### config.mk
export PLATFORM = sky130hd
export DESIGN_NAME = stroke_phase_detector_flat
export DESIGN_NICKNAME = d
export VERILOG_FILES = /design/src/rtl/stroke_phase_detector_if.sv /design/src/rtl/stroke_phase_detector.sv /design/src/flat_wrapper.sv
export SDC_FILE = /design/constraint.sdc
export NUM_CORES = 1
export LEC_CHECK = 0
export CAP_MARGIN = 5
export CORE_MARGIN = 2
export CORE_UTILIZATION = 55
export CTS_BUF_LIST = sky130_fd_sc_hd__clkbuf_8
export CTS_CLUSTER_SIZE = 8
export DETAILED_ROUTE_END_ITERATION = 6
export MAX_ROUTING_LAYER = met4
export PLACE_DENSITY_LB_ADDON = 0.3
export SLEW_MARGIN = 10
export SYNTH_ARGS = -nofsm -noshare
export SYNTH_HDL_FRONTEND = slang
export SYNTH_SLANG_ARGS = --single-unit
### constraint.sdc
create_clock -name clk -period 6.16 [get_ports clk]
set_input_delay 1.232 -clock clk [delete_from_list [all_inputs] [get_ports clk]]
set_output_delay 1.232 -clock clk [all_outputs]
set_load 0.01 [all_outputs]
### src/rtl/stroke_phase_detector_if.sv
// Signal bundle between the flywheel sensor path and the drive/recovery counter.
// The master modport is the detector side; slave is the sensor/consumer side.
interface stroke_phase_detector_if;
  logic        sensor_in;
  logic        start_drive;
  logic        start_recovery;
  logic        phase;
  logic [31:0] interval;
  logic        interval_valid;
  logic        stalled;

  modport master (
    input  sensor_in,
    output start_drive,
    output start_recovery,
    output phase,
    output interval,
    output interval_valid,
    output stalled
  );

  modport slave (
    output sensor_in,
    input  start_drive,
    input  start_recovery,
    input  phase,
    input  interval,
    input  interval_valid,
    input  stalled
  );
endinterface

### src/rtl/stroke_phase_detector.sv
// Classifies flywheel tick-interval trends into drive/recovery phase changes and
// emits mutually exclusive one-cycle start pulses for the downstream counter.
module stroke_phase_detector #(
  parameter int unsigned DEBOUNCE = 16,
  parameter int unsigned HYST     = 4,
  parameter int unsigned CONFIRM  = 2,
  parameter int unsigned TIMEOUT  = 50000000
) (
  input logic                    clk,
  input logic                    reset,
  stroke_phase_detector_if.master bus
);

  typedef enum logic [1:0] {StIdle, StDrive, StRecovery} state_e;

  localparam int unsigned DebW = (DEBOUNCE > 1) ? $clog2(DEBOUNCE) : 1;
  localparam int unsigned ConfW = $clog2(CONFIRM + 1);
  localparam logic [DebW-1:0]  DebLast    = DebW'(DEBOUNCE - 1);
  localparam logic [ConfW-1:0] ConfMax    = ConfW'(CONFIRM);
  localparam logic [31:0]      TimeoutVal = 32'(TIMEOUT);
  localparam logic [32:0]      Hyst33     = 33'(HYST);

  state_e state_q, state_d;

  logic            sync1_q, sync2_q;
  logic [DebW-1:0] deb_cnt_q, deb_cnt_d;
  logic            filt_q, filt_d;
  logic            tick;

  logic [31:0] cnt_q, cnt_d;
  logic [31:0] interval_q, interval_d;
  logic        valid_q;
  logic [31:0] prev_q, prev_d;
  logic        have_prev_q, have_prev_d;
  logic        timeout_hit;

  logic [ConfW-1:0] conf_q, conf_d, conf_n;
  logic             dir_q, dir_d;  // pending direction: 1 = ACC, 0 = DEC
  logic             acc, dec, acc_eff, dec_eff;
  logic             sd_d, sr_d, sd_q, sr_q;

  always_ff @(posedge clk or negedge reset) begin
    if (!reset) begin
      sync1_q <= 1'b0;
      sync2_q <= 1'b0;
    end else begin
      sync1_q <= bus.sensor_in;
      sync2_q <= sync1_q;
    end
  end

  // Filtered level flips only after DEBOUNCE consecutive differing samples.
  always_comb begin
    filt_d    = filt_q;
    deb_cnt_d = deb_cnt_q;
    tick      = 1'b0;
    if (sync2_q == filt_q) begin
      deb_cnt_d = '0;
    end else if (deb_cnt_q == DebLast) begin
      filt_d    = sync2_q;
      deb_cnt_d = '0;
      tick      = sync2_q;
    end else begin
      deb_cnt_d = deb_cnt_q + DebW'(1);
    end
  end

  always_comb begin
    cnt_d       = (cnt_q == 32'hFFFF_FFFF) ? cnt_q : cnt_q + 32'd1;
    interval_d  = interval_q;
    if (tick) begin
      cnt_d      = '0;
      interval_d = cnt_q;
    end
    timeout_hit = (cnt_q == TimeoutVal) && !tick;
  end

  assign acc     = valid_q && have_prev_q &&
                   (({1'b0, interval_q} + Hyst33) < {1'b0, prev_q});
  assign dec     = valid_q && have_prev_q &&
                   ({1'b0, interval_q} > ({1'b0, prev_q} + Hyst33));
  assign acc_eff = acc;
  assign dec_eff = dec && (state_q != StIdle);

  always_comb begin
    state_d     = state_q;
    conf_d      = conf_q;
    conf_n      = conf_q;
    dir_d       = dir_q;
    prev_d      = prev_q;
    have_prev_d = have_prev_q;
    sd_d        = 1'b0;
    sr_d        = 1'b0;
    if (timeout_hit) begin
      state_d     = StIdle;
      have_prev_d = 1'b0;
      conf_d      = '0;
    end else if (valid_q) begin
      prev_d      = interval_q;
      have_prev_d = 1'b1;
      if (acc_eff || dec_eff) begin
        if (dir_q == acc_eff) begin
          conf_n = (conf_q == ConfMax) ? conf_q : conf_q + ConfW'(1);
        end else begin
          conf_n = ConfW'(1);
        end
        dir_d  = acc_eff;
        conf_d = conf_n;
        if (conf_n == ConfMax) begin
          if (acc_eff && (state_q != StDrive)) begin
            state_d = StDrive;
            sd_d    = 1'b1;
            conf_d  = '0;
          end else if (dec_eff && (state_q == StDrive)) begin
            state_d = StRecovery;
            sr_d    = 1'b1;
            conf_d  = '0;
          end
        end
      end
    end
  end

  always_ff @(posedge clk or negedge reset) begin
    if (!reset) begin
      deb_cnt_q   <= '0;
      filt_q      <= 1'b0;
      cnt_q       <= '0;
      interval_q  <= '0;
      valid_q     <= 1'b0;
      prev_q      <= '0;
      have_prev_q <= 1'b0;
      conf_q      <= '0;
      dir_q       <= 1'b0;
      state_q     <= StIdle;
      sd_q        <= 1'b0;
      sr_q        <= 1'b0;
    end else begin
      deb_cnt_q   <= deb_cnt_d;
      filt_q      <= filt_d;
      cnt_q       <= cnt_d;
      interval_q  <= interval_d;
      valid_q     <= tick;
      prev_q      <= prev_d;
      have_prev_q <= have_prev_d;
      conf_q      <= conf_d;
      dir_q       <= dir_d;
      state_q     <= state_d;
      sd_q        <= sd_d;
      sr_q        <= sr_d;
    end
  end

  assign bus.start_drive    = sd_q;
  assign bus.start_recovery = sr_q;
  assign bus.phase          = (state_q == StDrive);
  assign bus.stalled        = (state_q == StIdle);
  assign bus.interval       = interval_q;
  assign bus.interval_valid = valid_q;

endmodule

### src/flat_wrapper.sv
// flat-port wrapper written by rule: the top's interface ports become plain ports
module stroke_phase_detector_flat 
#(
  parameter int unsigned DEBOUNCE = 16,
  parameter int unsigned HYST     = 4,
  parameter int unsigned CONFIRM  = 2,
  parameter int unsigned TIMEOUT  = 50000000
)
  (clk, reset, bus_sensor_in, bus_start_drive, bus_start_recovery, bus_phase, bus_interval, bus_interval_valid, bus_stalled);
  stroke_phase_detector_if bus_i ();
  input logic clk;
  input logic reset;
  input wire logic [$bits(bus_i.sensor_in)-1:0] bus_sensor_in;
  output wire logic [$bits(bus_i.start_drive)-1:0] bus_start_drive;
  output wire logic [$bits(bus_i.start_recovery)-1:0] bus_start_recovery;
  output wire logic [$bits(bus_i.phase)-1:0] bus_phase;
  output wire logic [$bits(bus_i.interval)-1:0] bus_interval;
  output wire logic [$bits(bus_i.interval_valid)-1:0] bus_interval_valid;
  output wire logic [$bits(bus_i.stalled)-1:0] bus_stalled;
  assign bus_i.sensor_in = bus_sensor_in;
  assign bus_start_drive = bus_i.start_drive;
  assign bus_start_recovery = bus_i.start_recovery;
  assign bus_phase = bus_i.phase;
  assign bus_interval = bus_i.interval;
  assign bus_interval_valid = bus_i.interval_valid;
  assign bus_stalled = bus_i.stalled;
  stroke_phase_detector #(.DEBOUNCE(DEBOUNCE), .HYST(HYST), .CONFIRM(CONFIRM), .TIMEOUT(TIMEOUT)) u_core (.clk(clk), .reset(reset), .bus(bus_i));
endmodule
* Word level (Yosys, flattened, before mapping)
Cells that the tools add are included.
** Word-level totals
- Bits in registers :: 112
- Input port bits :: 3
- Word-level logic and storage cells :: 89
** Cells by class
- Add/sub/neg operators :: 5
- Order comparisons :: 2
- Eq/ne operators :: 10
- Muxes and demuxes :: 36
- Bitwise operators :: 2
- Reductions and logical operators :: 20
** Operators with widths (count)
- adder 32 x 3 -> 33 bit (second input constant) :: 2
- two-way mux 32 bit :: 2
- two-way mux 2 bit :: 17
- greater-than comparator 32 x 33 -> 1 bit :: 1
- < comparator 33 x 32 -> 1 bit :: 1
- adder 32 x 1 -> 32 bit (second input constant) :: 1
- equality test 32 x 26 -> 1 bit (second input constant) :: 1
- equality test 32 bit (second input constant) :: 1
- two-way mux 1 bit :: 15
- two-way mux 4 bit :: 2
- nonzero test 2 bit :: 4
- logical AND 1 bit :: 7
- AND reduction 2 bit :: 3
- adder 4 x 1 -> 4 bit (second input constant) :: 1
- equality test 2 bit (second input constant) :: 2
- equality test 4 bit (second input constant) :: 1
- != test 2 x 1 -> 1 bit (second input constant) :: 2
- AND reduction 4 bit :: 1
- AND reduction 3 bit :: 1
- nonzero test 3 bit :: 1
- adder 2 x 1 -> 2 bit (second input constant) :: 1
- equality test 1 bit :: 2
- equality test 2 x 1 -> 1 bit (second input constant) :: 1
- zero test 2 bit :: 1
- other kinds (3) :: 4

* Longest topological paths before layout
Gate-level depths: netlist of the first run.
- Depth after elaboration :: 14
- Gate-level depth with buffers :: 15
- Depth with buffers taken out :: 15

* Worst setup path before layout of the first run
OpenSTA, ideal clock, no wires.
- Path type :: flip-flop to flip-flop
- From :: register u_core.interval_q[3] (netlist: u_core.bus.interval[3])
- To :: register u_core.conf_q[0]
- Setup time :: 0.123 ns
- Data arrival time :: 3.636 ns
- Required time :: 6.037 ns
- Path slack :: 2.402 ns
- Cell stages (with the launch flop) :: 16
- Path buffers :: 0
- Cells stage by stage :: dfrtp_1 > ha_1 > nand3_1 > nor3_1 > nand2_1 > nor2_1 > nand3_1 > xnor2_1 > ha_1 > a21o_1 > a211o_1 > a21oi_1 > nand3_1 > or4_1 > o41a_1 > o221a_2
** Between the ends
- Longest elaborated chain between the ends :: 14
- Elaborated cells on any way between the ends :: 23
- Those cells by class :: add/sub (1); order compare (2); eq/ne (2); mux (10); reduce/logical (8)
** Ends and longest elaborated chain
- start: declaration :: line stroke_phase_detector.sv:31 : logic [31:0] interval_q, interval_d;
- start signal: assignment :: line stroke_phase_detector.sv:142 : interval_q <= interval_d;
- adder 32 x 3 -> 33 bit :: line stroke_phase_detector.sv:79 : (({1'b0, interval_q} + Hyst33) < {1'b0, prev_q});
- < comparator 33 x 32 -> 1 bit :: line stroke_phase_detector.sv:79
- logical AND 1 bit :: line stroke_phase_detector.sv:78 : assign acc = valid_q && have_prev_q &&
- equality test 1 bit :: line stroke_phase_detector.sv:102 : if (dir_q == acc_eff) begin
- two-way mux 2 bit :: line stroke_phase_detector.sv:102
- two-way mux 2 bit :: line stroke_phase_detector.sv:101 : if (acc_eff || dec_eff) begin
- two-way mux 2 bit :: line stroke_phase_detector.sv:98 : end else if (valid_q) begin
- two-way mux 2 bit :: line stroke_phase_detector.sv:94 : if (timeout_hit) begin
- two-way mux 2 bit :: line stroke_phase_detector.sv:114 : end else if (dec_eff && (state_q == StDrive)) begin
- two-way mux 2 bit :: line stroke_phase_detector.sv:110 : if (acc_eff && (state_q != StDrive)) begin
- two-way mux 2 bit :: line stroke_phase_detector.sv:109 : if (conf_n == ConfMax) begin
- two-way mux 2 bit :: line stroke_phase_detector.sv:101
- two-way mux 2 bit :: line stroke_phase_detector.sv:98
- two-way mux 2 bit :: line stroke_phase_detector.sv:94
- end signal: assignment :: line stroke_phase_detector.sv:146 : conf_q <= conf_d;
- end: declaration :: line stroke_phase_detector.sv:37 : logic [ConfW-1:0] conf_q, conf_d, conf_n;
Parallel ways exist; a longest one is shown, timed or not. The select of a mux whose other input is x is not followed.
A chain may end at the register's enable or synchronous reset.

* Final worst setup path of the first run
- From :: register u_core.prev_q[4]
- To :: register u_core.conf_q[0]
** Between the ends
- Longest elaborated chain between the ends :: 13
- Elaborated cells on any way between the ends :: 23
- Those cells by class :: add/sub (1); order compare (2); eq/ne (2); mux (10); reduce/logical (8)
** Ends and longest elaborated chain
- start: declaration :: line stroke_phase_detector.sv:33 : logic [31:0] prev_q, prev_d;
- start signal: assignment :: line stroke_phase_detector.sv:144 : prev_q <= prev_d;
- branches (longest 13 deep; another with adder 32 x 3 -> 33 bit)
Parallel ways; which one is timed is not known. The select of a mux whose other input is x is not followed.

==> summary.txt, run 1 <==
Outcome
  – Outcome: completed

Global routing
  – Largest net degree at the start of global routing: 74
  – Vias in the first global route: 5723
  – Total grt overflow: 0
  – Antenna violations before repair: 0
  – Total track usage: 26.4%
  – Global-route wire length before repair: 29300 um

Logic synthesis
  – Synthesized area: 0.00752 mm2
  – Syn_area_per_cell: 9.95 um2
  – Synth area leaders: dfrtp_1 37%, ha_1 11%, xnor2_1 7.6%
  – Yosys top cell by area: dfrtp_1
  – Yosys reg bits: 112
  – Synth top area share: 37.3%
  – Sequential share of the synthesized area: 37.3%
  – Post-Syn Nets: 827
  – Post-Synthesis Cells: 756
  – Top FF cell, synth: dfrtp_1
  – Ys async rst share: 100%
  – Post-synth EDFFs: 0
  – Syn. warnings: 0
  – Unique masters post-synth: 58

Routing
  – # DRC: 0
  – Post-DR vias/cell: 6.00
  – Via Count: 5859
  – TritonRoute pass-1 iters: 5
  – Iter 0 DRT Violations: 379
  – Avg WL per Cell: 18.3 um
  – DRT antenna net count: 0
  – Final wirelength: 17800 um

STA
  – RSZ-0062 raised after global routing: no
  – Slew @ Worst Pin: 0.948 ns
  – Worst Skew: 0.0104 ns
  – Crit share post-route: 75.0%
  – Final min period: 4.62 ns
  – Setup violators final: 0
  – Maximum clock frequency: 216 MHz
  – Fin Setup TNS: 0 ns
  – Rel. slew slack: 36.8%
  – Slew Limit Fails: 0
  – Final Hold Vio Count: 0
  – Fin worst setup slack: 1.54 ns

Placed design
  – Gp weighted congestion: 0.954
  – Final HPWL DP: 13500 um
  – Setup WS pre-CTS: 1.60 ns
  – IO Port Bufs: 39

Worst setup path
  – Critical Path Sink Type: register
  – Arrival @ worst endpoint: 4.91 ns
  – Setup CP Type: reg -> reg
  – Critical path buffers and inverters: 0
  – CP Launch Type: register
  – Slowest CP cell: nor4_1
  – Critical path's top delay family: simple AND/OR/NAND/NOR gates
  – Worst-path fanout max: 6
  – WP data required: 6.45 ns
  – Slowest Stage Delay on Critical Path: 0.62 ns
  – Worst-path cell chain: nand4_1 > nor4_1 > nand3_1 > nor2_1 > nand3_1 > xnor2_1 > ha_1 > nand4_1 > nor4_1 > o311ai_0 > o21ai_0 > nor3_1 > o41a_1 > o221a_2

Die
  – Effective utilization at floorplan: 56.6%
  – Die area: 0.0146 mm2
  – I/O pins: 40
  – Height of the chip: 121 um
  – Die width: 121 um
  – Core Region: 0.0133 mm2
  – Site Rows: 42

Clock tree
  – H-tree depth: 3
  – Clk Latency, worst-skew pair: 0.40 ns
  – CTS sink cnt: 112
  – CTS tree: yes
  – Number of gates resized after CTS: 0
  – Clock buffer depth: 2
  – Clk slew on worst S/H paths: 0.11 ns
  – TritonCTS Buffers: 9
  – Setup Fix Bufs, Post-CTS: 0
  – CTS Root Cell: clkbuf_8
  – Hold_buf cts: 0

Worst hold path
  – Hold Crit Class: reg -> reg

Pwr
  – PwrDens: 151 mW/mm2
  – Lkg Pwr: 3.51 nW
  – Worst ir drop on vdd: 0.148 mV

Finish
  – Nets@finish: 866
  – Area of the multi-input gates: 0.00442 mm2
  – Diode count: 0
  – Fillers: 1107
  – Syn-to-layout area delta: 9.57%
  – Register area: 0.00280 mm2
  – Share of layout cells above drive strength 1: 11.6%

Flow run
  – Max Cap Viol: 0
## cell usage in the layout, fill, tap and decap left out, types with 5 or more instances in the layout
cell type,Yosys,final
dfrtp_1,112,112
ha_1,68,68
xnor2_1,65,65
nor2_1,58,58
nand2_1,54,54
inv_1,53,54
nand3_1,38,38
clkdlybuf4s50_1,0,38
a21oi_1,37,37
mux2_2,33,33
nand4_1,30,30
mux2_4,27,27
o21ai_0,22,22
xor2_1,18,18
nor3_1,17,17
and4_1,16,16
nor4_1,12,12
or3_1,12,12
clkbuf_8,0,9
and3_1,8,8
o31ai_1,5,5
buf_4,0,5
## per-layer routing
layer	GRT usage (%)	share of wire, %	wire, um	vias up
li1	-	-	-	2791
met1	35.4	45	8100	2901
met2	41.0	47	8470	145
met3	5.08	5.5	989	22
met4	7.34	1.6	278	0
met5	-	0	0	-
## sequential cells by signal, summed over array words and instances, names as in the netlist, 2 cells and up
signal and cells:
u_core.deb_cnt_q 4, u_core.prev_q 32, u_core.bus.interval 32, u_core.state_q 2, u_core.conf_q 2, u_core.cnt_q 32
## logic make-up after synthesis
| logic type | Yosys count | synth area share (%) |
|---|---|---|
| and+or+nand+nor | 270 | 19.2 |
| DFF | 112 | 37.3 |
| AOI/OAI and AO/OA | 92 | 7.64 |
| xor gates and xnor gates | 83 | 9.67 |
| buffers and inverters | 68 | 4.18 |
| adders and majority gates | 68 | 11.3 |
| muxes | 63 | 10.7 |
## worst paths after layout
path                       slack (ns)        startpoint                 to  cells past startpoint
min                              0.36    u_core.sync1_q     u_core.sync2_q                      0
max                              1.54  u_core.prev_q[4]   u_core.conf_q[0]                     14
min reg2reg                      0.36    u_core.sync1_q     u_core.sync2_q                      0
max in group asynchronous        4.09             reset  u_core.prev_q[16]                      2
min in group asynchronous        0.97             reset  u_core.prev_q[26]                      1
max reg2reg                      1.54  u_core.prev_q[4]   u_core.conf_q[0]                     14
## worst register-to-register path, stage by stage, from the launching register on
cell,delay [ns]
dfrtp_1,0.47
nand4_1,0.17
nor4_1,0.61
nand3_1,0.35
nor2_1,0.38
nand3_1,0.14
xnor2_1,0.16
ha_1,0.29
nand4_1,0.14
nor4_1,0.62
o311ai_0,0.25
o21ai_0,0.17
nor3_1,0.15
o41a_1,0.39
o221a_2,0.24
## stage by stage
stage	power, mW	instances	utilization [%]	area, um2	hold slack (ns)
floorplan	0.794	756	-	7520	0.331
global placement	0.818	960	60.6	8060	0.338
detailed placement	0.821	960	60.6	8060	0.340
CTS	1.26	976	62.0	8240	0.368
global route	1.29	976	62.0	8240	0.370
finish	1.24	976	62.0	8240	0.365
## where the power goes
part | internal [mW] | switching [mW]
logic | 0.0137 | 0.0256
clock network | 0.156 | 0.280
registers | 0.747 | 0.0193
total | 0.917 | 0.325
## final cells by class
cell class | count | area share, %
clock buffer | 9 | 1.50
clock inverter | 7 | 0.744
inverter | 53 | 2.41
multi-input combinational | 576 | 53.6
sequential | 112 | 34.0
tap | 176 | 2.67
timing repair buffer | 43 | 5.07
## cells in the mapped netlist (17+ instances only)
cell type / count
a21oi_1: 37
dfrtp_1: 112
ha_1: 68
inv_1: 53
mux2_2: 33
mux2_4: 27
nand2_1: 54
nand3_1: 38
nand4_1: 30
nor2_1: 58
nor3_1: 17
o21ai_0: 22
xnor2_1: 65
xor2_1: 18
Power figures use the tool's default switching activity.
==> run 2, diff against run 1 <==
clock period = 3.8 ns   (was 6.16 ns; I/O delays follow)
==> run 2 against run 1 <==
Net effect: flip-flop and latch count stayed put; highest routed layer unchanged; critical endpoint unchanged; die area stayed put; critical path depth is 1 lower; sequential share of layout area is 2.0 points lower; largest cell class unchanged.
==> summary.txt, run 2 (synthesis gave the netlist of run 1 again) <==
Routing
  – Post-DR vias/cell: 5.90 (-1.8%)
  – Avg WL per Cell: 17.9 um (-2.2%)
  – Via Count: 6062 (+3.5%)
  – DRT antenna net count: 0 (unchanged)
  – Final wirelength: 18400 um (+3.0%)
  – # DRC: 0 (unchanged)
  – TritonRoute pass-1 iters: 4 (-1)
  – Iter 0 DRT Violations: 418 (+10%)

Clock tree
  – CTS sink cnt: 112 (unchanged)
  – Clk slew on worst S/H paths: 0.11 ns (about the same)
  – Clock buffer depth: 2 (unchanged)
  – TritonCTS Buffers: 9 (unchanged)
  – H-tree depth: 3 (unchanged)
  – Clk Latency, worst-skew pair: 0.39 ns (about the same)
  – Hold_buf cts: 0 (unchanged)
  – CTS Root Cell: clkbuf_8
  – CTS tree: yes

Worst setup path
  – Setup CP Type: reg -> reg
  – CP Launch Type: register
  – WP data required: 4.08 ns (-2.37 ns)
  – Worst-path fanout max: 6 (unchanged)
  – Slowest Stage Delay on Critical Path: 0.47 ns (-0.15 ns)
  – Arrival @ worst endpoint: 3.93 ns (-0.98 ns)
  – Worst Reg-to-Reg Cells: 13 (-1)
  – Worst r2r src: u_core.prev_q[17]
  – Critical path buffers and inverters: 1 (+1)
  – Slowest CP cell: or3_1
  – Worst-path cell chain: and4_1 > nand4_1 > or3_1 > xnor2_1 > ha_1 > nand3_2 > nor4_1 > buf_4 > o311ai_0 > o21ai_1 > nor3_1 > o41a_1 > o221a_2
  – R2r setup slk: 0.15 ns (-1.39 ns)
  – Critical Path Sink Type: register
  – Critical path's top delay family: simple AND/OR/NAND/NOR gates
  – RR Endpoint: u_core.conf_q[0]

Placed design
  – Gp weighted congestion: 0.960 (+0.67%)
  – IO Port Bufs: 39 (unchanged)
  – Final HPWL DP: 13900 um (+3.1%)

STA
  – Rel. slew slack: 34.7% (-2.1 points)
  – Crit share post-route: 96.0% (+21 points)
  – Worst Skew: 0.0102 ns (-0.000167 ns)
  – Slew Limit Fails: 0 (unchanged)
  – Final min period: 3.65 ns (-0.972 ns)
  – Maximum clock frequency: 274 MHz (+27%)
  – Fin Setup TNS: 0 ns (unchanged)
  – Setup violators final: 0 (unchanged)
  – Slew @ Worst Pin: 0.977 ns (+0.0287 ns)
  – Final Hold Vio Count: 0 (unchanged)

Die
  – I/O pins: 40 (unchanged)
  – Effective utilization at floorplan: 56.6% (unchanged)
  – Height of the chip: 121 um (unchanged)
  – Core Region: 0.0133 mm2 (unchanged)
  – Die area: 0.0146 mm2 (unchanged)
  – Site Rows: 42 (unchanged)
  – Die width: 121 um (unchanged)

Global routing
  – Global-route wire length before repair: 30400 um (+3.7%)
  – Largest net degree at the start of global routing: 70 (-5.4%)
  – Vias in the first global route: 6080 (+6.2%)
  – Total track usage: 27.1% (+0.70 points)
  – Total grt overflow: 0 (unchanged)
  – Antenna violations before repair: 0 (unchanged)

Pwr
  – Final Power: 2.03 mW (+63%)
  – Worst ir drop on vdd: 0.368 mV (+150%)
  – PwrDens: 231 mW/mm2 (+53%)
  – Lkg Pwr: 3.84 nW (+9.3%)

Finish
  – Fillers: 1081 (-2.3%)
  – Commonest non-fill, non-tap cell in the layout: dfrtp_1
  – Nets@finish: 918 (+6.0%)
  – Share of layout cells above drive strength 1: 19.2% (+7.6 points)
  – Syn-to-layout area delta: 16.6%
  – Diode count: 0 (unchanged)
  – Most frequent cells in the layout: 112 x dfrtp_1, 68 x ha_1, 65 x xnor2_1
  – Area of the multi-input gates: 0.00453 mm2 (+2.5%)
  – Register area: 0.00280 mm2 (unchanged)

Worst hold path
  – Hold Crit Class: reg -> reg
  – Min-delay src: u_core.sync1_q
  – Hold EP: u_core.sync2_q
  – Hold Crit Depth: 0 (unchanged)

Flow run
  – Max Cap Viol: 0 (unchanged)

Outcome
  – Outcome: completed
==> run 2: cell types whose count changed in the layout (fill, tap and decap cells not counted), moves of 3 or more <==
| cell | previous run | this run |
|---|---|---|
| buf_4 | 5 | 56 |
| nand3_1 | 38 | 35 |
| nand3_2 | 1 | 4 |
| nor2_1 | 58 | 55 |
| nor4_1 | 12 | 8 |
==> run 2: final cells by class <==
| cell class | instances | area share (%) |
|---|---|---|
| clock buffer | 10 | 1.57 |
| clock inverter | 6 | 0.699 |
| inverter | 53 | 2.27 |
| multi-input combinational | 576 | 51.6 |
| sequential | 112 | 32.0 |
| tap | 176 | 2.51 |
| timing repair buffer | 95 | 9.36 |
==> run 2: routing by layer <==
| layer | vias to the layer above | GRT usage, % | share of wire [%] | wire length [um] |
|---|---|---|---|---|
| met3 | 46 | 4.75 | 4.6 | 851 |
| li1 | 2900 | - | - | - |
| met4 | 0 | 7.92 | 2.7 | 490 |
| met1 | 2962 | 35.6 | 45 | 8230 |
| met5 | - | - | 0 | 0 |
| met2 | 154 | 43.2 | 48 | 8810 |
==> run 2: repair_timing <==
item | CTS | global route
hold endpoints to repair | 0 | 0
resized for setup | 2 | 23
pin swaps | 0 | 10
setup endpoints to repair | 1 | 7
gates cloned | 0 | 0
buffers inserted | 0 | 5
==> run 2: how the worst max path moves through the flow <==
stage	startpoint	end	slack, ns	depth (start not counted)
after floorplan	u_core.bus.interval[3]	u_core.conf_q[0]	0.04	15
after global placement	u_core.bus.interval[2]	u_core.conf_q[0]	0.07	15
after detailed placement	u_core.bus.interval[2]	u_core.conf_q[0]	-0.02	15
after CTS	u_core.bus.interval[4]	u_core.conf_q[0]	0.01	15
after global routing	u_core.prev_q[5]	u_core.conf_q[0]	-0.06	14
final	u_core.prev_q[17]	u_core.conf_q[0]	0.15	13
==> run 2: report_power, final <==
group	switching, mW	internal, mW	leakage (nW)
sequential	0.0329	1.21	1.54
clock	0.443	0.273	0.0982
combinational	0.0422	0.0243	2.19
==> run 2: metrics by stage <==
stage	setup WS (ns)	utilization (%)	hold WS (ns)	cell area [um2]	std cells
global route	-0.0628	65.9	0.375	8770	1028
detailed placement	-0.0192	63.3	0.346	8420	1007
finish	0.152	65.9	0.367	8770	1028
floorplan	0.0416	-	0.331	7520	756
global placement	0.0672	63.3	0.337	8420	1007
CTS	0.0128	64.9	0.373	8630	1023
